[src/rtl/program_loader.sv]
// program_loader: framed byte-stream loader that writes instruction memory and releases the core on a good checksum
module program_loader #(
  parameter logic [7:0]  SYNC_BYTE = 8'hA5,
  parameter logic [7:0]  BASE_ADDR = 8'h00,
  parameter int unsigned TIMEOUT   = 1000
) (
  input  logic       clock,
  input  logic       reset,
  input  logic       in_valid,
  input  logic [7:0] in_data,
  output logic       in_ready,
  output logic       imem_we,
  output logic [7:0] imem_addr,
  output logic [7:0] imem_wdata,
  output logic       core_hold,
  output logic       done,
  output logic       error,
  output logic [1:0] err_code,
  output logic [8:0] byte_count
);
  typedef enum logic [2:0] {IDLE, LEN, DATA, CHK, DONE, ERR} state_t;
  state_t state, state_nx;
  logic [8:0] remaining;
  logic [7:0] sum;
  logic [31:0] idle_cnt;
  logic xfer, is_sync, active, timed_out;
  assign xfer = in_valid & in_ready;
  assign is_sync = in_data == SYNC_BYTE;
  assign active = state inside {LEN, DATA, CHK};
  // a transfer in the expiry cycle wins over the timeout
  assign timed_out = (TIMEOUT != 0) && active && !xfer && (idle_cnt == TIMEOUT - 1);
  assign core_hold = state != DONE;
  assign done = state == DONE;
  assign error = state == ERR;
  always_comb begin
    state_nx = state;
    if (timed_out)
      state_nx = ERR;
    else if (xfer)
      case (state)
        LEN:     state_nx = DATA;
        DATA:    state_nx = remaining == 9'd1 ? CHK : DATA;
        CHK:     state_nx = 8'(sum + in_data) == 8'h00 ? DONE : ERR;
        default: state_nx = is_sync ? LEN : state;
      endcase
  end
  always_ff @(posedge clock) begin
    if (reset) begin
      state <= IDLE;
      in_ready <= 1'b0;
      imem_we <= 1'b0;
      imem_addr <= '0;
      imem_wdata <= '0;
      err_code <= 2'b00;
      byte_count <= '0;
      remaining <= '0;
      sum <= '0;
      idle_cnt <= '0;
    end else begin
      state <= state_nx;
      in_ready <= 1'b1;
      imem_we <= 1'b0;
      idle_cnt <= (xfer || !active) ? '0 : idle_cnt + 1;
      err_code <= state_nx != ERR ? 2'b00 : state == ERR ? err_code : timed_out ? 2'b10 : 2'b01;
      if (xfer && state == LEN) begin
        remaining <= in_data == 8'h00 ? 9'd256 : {1'b0, in_data};
        sum <= '0;
        byte_count <= '0;
      end
      if (xfer && state == DATA) begin
        remaining <= remaining - 9'd1;
        sum <= sum + in_data;
        imem_we <= 1'b1;
        imem_addr <= BASE_ADDR + byte_count[7:0];
        imem_wdata <= in_data;
        byte_count <= byte_count + 9'd1;
      end
    end
  end
endmodule

[config.mk]
export PLATFORM = sky130hd
export DESIGN_NAME = program_loader
export DESIGN_NICKNAME = d
export VERILOG_FILES = /design/src/rtl/program_loader.sv
export SDC_FILE = /design/constraint.sdc
export NUM_CORES = 1
export LEC_CHECK = 0
export CORE_MARGIN = 5
export CORE_UTILIZATION = 50
export CTS_CLUSTER_DIAMETER = 80
export CTS_CLUSTER_SIZE = 25
export DETAILED_ROUTE_END_ITERATION = 16
export HOLD_SLACK_MARGIN = 0.15
export PLACE_DENSITY = 0.72
export SYNTH_ARGS = -nofsm -noshare
export SYNTH_HDL_FRONTEND = slang
export SYNTH_SLANG_ARGS = --single-unit
[constraint.sdc]
create_clock -name clock -period 2.8 [get_ports clock]
set_input_delay 0.42 -clock clock [delete_from_list [all_inputs] [get_ports clock]]
set_output_delay 0.42 -clock clock [all_outputs]
set_load 0.005 [all_outputs]
---- Word-level counts from Yosys, hierarchy flattened ----
Index checks and enable logic that the tools add are counted.
word-level totals
  bits in registers ....................... 81
  output and inout port bits .............. 32
  word-level logic and storage cells ...... 54
operators by class
  add/sub/neg operators ................... 4
  equal/unequal tests ..................... 10
  multiplexer cells ....................... 16
  bitwise operators ....................... 1
  reduce and logical (&&, ||, !) cells .... 13
operator list
  cell                   count
  $mux 9                 5
  $add 32x1->32 const B  1
  $eq 32x10->1 const B   1
  $logic_not 8->1        2
  $mux 8                 2
  $add 9x1->9 const B    1
  $eq 9x1->1 const B     1
  $mux 3                 3
  $pmux 3 s3             1
  $sub 9x1->9 const B    1
  $add 8x8->8            1
  $eq 8x8->1 const B     1
  $eq 3x2->1 const B     2
  $eq 3x3->1 const B     2
  $ne 3x3->1 const B     2
  $logic_and 1x1->1      4
  $mux 1                 4
  $reduce_or 2->1        2
  $eq 3x1->1 const B     1
  $reduce_bool 3->1      1
  $logic_not 1->1        2
  $mux 2                 1
  $reduce_bool 2->1      1
  $and 1x1->1            1
  $logic_or 1x1->1       1

---- Longest topological paths before layout ----
  depth in word-level cells ............... 8
  depth in mapped cells ................... 8

---- Least setup slack after synthesis ----
OpenSTA, ideal clock, no wires.
  kind .................................... input-to-reg
  start point ............................. in in_data[0]
  end point ............................... reg err_code[0]
  setup time .............................. 0.133 ns
  arrival time ............................ 2.059 ns
  setup slack ............................. 0.608 ns
  stages .................................. 8
  cells stage by stage .................... ha_1 -> fa_1 -> a211oi_1 -> o21bai_1 -> a21oi_1 -> xnor2_1 -> nor4_1 -> a211oi_1
between the ends
  word-level cells in the longest chain between the ends .. 8
  elaborated cells between the ends (all ways) .. 10
  those cells by class .................... add/sub: 1; eq/ne: 2; mux: 5; reduce/logical: 2
ends and longest elaborated chain
  item                                  RTL line  source
  start: declaration                    10        input logic [7:0] in_data,
  $add 8x8->8                           43        CHK: state_nx = 8'(sum + in_data) == 8'h00 ? DONE : ERR;
  $logic_not 8->1                       43
  $mux 1                                43
  $pmux 3 s3 (*)                        40        case (state)
  $mux 3 (*)                            39        else if (xfer)
  $mux 3 (*)                            37        if (timed_out)
  $ne 3x3->1 (*)                        64        err_code <= state_nx != ERR ? 2'b00 : state == ERR ? err_code : timed_out ? 2'b10 : 2'b01;
  $reduce_or 2->1 (no source line) (*)  --
  end signal: assignment                64
  end: declaration                      18        output logic [1:0] err_code,
Mark *: on every way between the ends. The rest lies on a longest branch, timed or not.
A chain may end at the register's enable or synchronous reset.

---- Worst setup path after layout ----
Ends and elaborated chain as after synthesis.

==> impl_metrics.py <==
metrics = {
    "sta": {
        "fin_tns_setup_ns": 0,
        "finalSetupViolations": 0,
        "finalHoldViolations": 0,
        "clock.fmax_mhz": 389.8,
        "slew_viol_final": 0,
        "max-slew-margin-rel": 0.6299,
        "hold_slack_ns": 0.4574,
        "tightest_slew_ns": 0.5500,
        "skew_ns": 0.007559,
        "min_period_over_period": 0.9161,
        "period_needed_ns": 2.565,
        "rsz0062_at_grt": "no",
    },
    "floorplan": {
        "start_util": 0.5085,
        "core-area_um2": 7687,
        "die_area_um2": 9686,
        "die_h_um": 98.42,
        "num_rows": 32,
        "io_pins": 43,
        "dieWidth_um": 98.42,
    },
    "clock_network": {
        "h-tree-depth": 3,
        "cts_resized": 0,
        "root_buffer": "clkbuf_8",
        "cts.sinks": 81,
        "cts_buffers": 9,
        "postCtsHoldBufs": 0,
        "post_cts_buffers": 0,
        "cts_tree": "built",
        "clk_pin_slew_ns": 0.09,
        "clkLatencyLatePin_ns": 0.35,
        "clockBufferDepth": 2,
    },
    "synthesis": {
        "synth_flop_cell": "dfxtp_1",
        "synth_top_area_frac": 0.4149,
        "seq_area_frac_synth": 0.4149,
        "yosys.area.top_type": "dfxtp_1",
        "ys_ff_latch": 81,
        "netlist_top_cells_area": "dfxtp_1 41%, nand2_1 7.2%, nor2_1 6.4%, a21oi_1 6.1%, xor2_1 4.0%",
        "synth-warning-count": 0,
        "synthArstFlopShare": 0,
        "synth_area_um2": 3909,
        "synthesis.nets": 517,
        "synth_edf_count": 0,
        "syn_inst": 494,
        "synth.avg_cell_area_um2": 7.912,
        "ys_types": 44,
    },
    "placement": {
        "portBuffers": 42,
        "dp_hpwl_um": 6680,
        "placed_area_um2": 4479,
        "gp_congestion": 0.8992,
    },
    "final_layout": {
        "drive_gt1_frac": 0.06801,
        "n_antenna_cell": 0,
        "area_delta_synth_final_pct": 20.23,
        "nets": 562,
        "fillCellCount": 702,
        "postLayoutCellArea_um2": 4700,
    },
    "critical_path": {
        "rr_worst_depth": 8,
        "crit_fanout": 2,
        "reg2reg_from": "sum[0]$_SDFFE_PP0P_",
        "rr_endpoint": "err_code[0]$_SDFFE_PP0N_",
        "path_class": "input port to flop",
        "end_kind": "flop",
        "start_kind": "input port",
        "required_ns": 3.02,
        "r2r_slack_ns": 0.47,
        "cp.arrival_ns": 2.79,
    },
    "worst_hold_path": {
        "hp-class": "flop to flop",
        "hold-path-cell-count": 2,
        "hold_path_startpoint": "imem_addr[4]$_SDFFE_PP0P_",
        "min_to": "imem_addr[4]$_SDFFE_PP0P_",
    },
    "routing": {
        "drtPass1Iterations": 5,
        "via_per_inst": 5.613,
        "wirelength_um": 9487,
        "remaining_drc_errors": 0,
        "postRouteAntennaNets": 0,
        "wl_per_cell_um": 14.69,
        "drt_iter0_drc": 144,
        "vias": 3626,
    },
    "power": {
        "ir_worst_vdd_mv": 0.2539,
        "p_leak_nw": 1.621,
        "p_total_mw": 2.172,
        "powerDensity_nw_per_um2": 462.1,
    },
    "grt": {
        "grt_pass1_vias": 3338,
        "antenna_found_initial": 0,
        "grt-ovfl-total": 0,
        "grt_pass1_wl_um": 15650,
        "grt_max_degree": 45,
        "grt_usage": 0.1951,
    },
    "run_status": {
        "outcome": "finished, final reports clean",
    },
    "flow_run": {
        "drv_cap": 0,
    },
}
routing by layer:
layer | track usage | part of all wire
met5 | 0 | 0
met4 | 0.05987 | 0.018
met3 | 0.04459 | 0.041
met2 | 0.3203 | 0.48
met1 | 0.2561 | 0.46
power breakdown:
group	switching [mW]	leakage (nW)	internal, mW
Combinational	0.0407	0.855	0.0285
Sequential	0.000784	0.652	1.15
Clock	0.424	0.113	0.526
Total	0.466	1.62	1.71
layout by cell type, fill, tap and decap left out, drive strengths merged, types with 10 or more instances in the layout:
cell | synthesis | routed
nand3 | 27 | 27
clkdlybuf4s50 | 0 | 42
a21oi | 48 | 48
xor2 | 18 | 18
buf | 4 | 15
dfxtp | 81 | 81
or3 | 10 | 10
nand4 | 10 | 10
xnor2 | 15 | 15
nor2 | 67 | 67
clkbuf | 19 | 11
nor4 | 15 | 15
nand2 | 75 | 75
ha | 11 | 11
o21ai | 18 | 18
nor3 | 15 | 15
synth_stat cells, types with 3 or more instances:
cell / instances
o21ai_0: 18
xor2_1: 18
a211oi_1: 3
xnor2_1: 15
inv_1: 7
or3_1: 10
nor3_1: 14
or4_1: 3
nor4_1: 14
nand3_1: 27
and3_1: 9
nand2_1: 75
a21oi_1: 48
and2_1: 6
a221oi_1: 5
dfxtp_1: 81
nor2_1: 67
buf_1: 3
nand2b_1: 3
clkbuf_1: 17
nand4_1: 10
ha_1: 11
o311ai_0: 4
through the flow:
stage,instances,utilization,setup slack (ns)
global route,646,0.6113,0.09089
finish,646,0.6113,0.2348
CTS,646,0.6113,0.2852
detailed placement,630,0.5827,-0.08515
global placement,630,0.5827,0.01038
floorplan,494,-,0.6083
state kept, by name, summed over array words and instances, names as in the netlist:
signal and cells:
err_code 2, state 3, sum 8, imem_we 1
idle_cnt 32, imem_addr 8, remaining 9, in_ready 1
imem_wdata 8, byte_count 9
cell families (layout without fill, tap and decap cells):
kind of cell    after synthesis  count (layout)  synth area share
xor+xnor                     33              33           0.07394
flops                        81              81            0.4149
simple gates                248             248            0.3031
compound gates               90              90            0.1364
buf+inv                      30              80           0.03137
fa+ha+maj                    12              12           0.04033
how the worst max path moves through the flow:
| stage | start | endpoint | slack, ns |
|---|---|---|---|
| after CTS | in_data[0] | err_code[0]$_SDFFE_PP0N_ | 0.29 |
| after floorplan | in_data[0] | err_code[0]$_SDFFE_PP0N_ | 0.61 |
| after global placement | in_data[0] | err_code[0]$_SDFFE_PP0N_ | 0.01 |
| after global routing | in_data[0] | err_code[0]$_SDFFE_PP0N_ | 0.09 |
| after detailed placement | in_data[0] | err_code[0]$_SDFFE_PP0N_ | -0.09 |
| final | in_data[0] | err_code[0]$_SDFFE_PP0N_ | 0.23 |
final cells by class:
| class | count | area [um^2] | area share |
|---|---|---|---|
| Clock buffer | 11 | 141.4 | 0.03009 |
| Inverter | 7 | 26.28 | 0.005591 |
| Tap cell | 102 | 127.6 | 0.02716 |
| Sequential cell | 81 | 1622 | 0.3450 |
| Clock inverter | 5 | 78.83 | 0.01677 |
| Multi-Input combinational cell | 383 | 2171 | 0.4619 |
| Timing Repair Buffer | 57 | 533.0 | 0.1134 |
worst max-delay path, cell delays in order:
cell             delay [ns]
clkdlybuf4s50_1        0.45
ha_1                   0.24
fa_1                   0.40
a211oi_1               0.31
o21bai_1               0.13
a21oi_1                0.20
xnor2_1                0.11
nor4_1                 0.39
a211oi_1               0.14
Power figures use the tool's default switching activity.
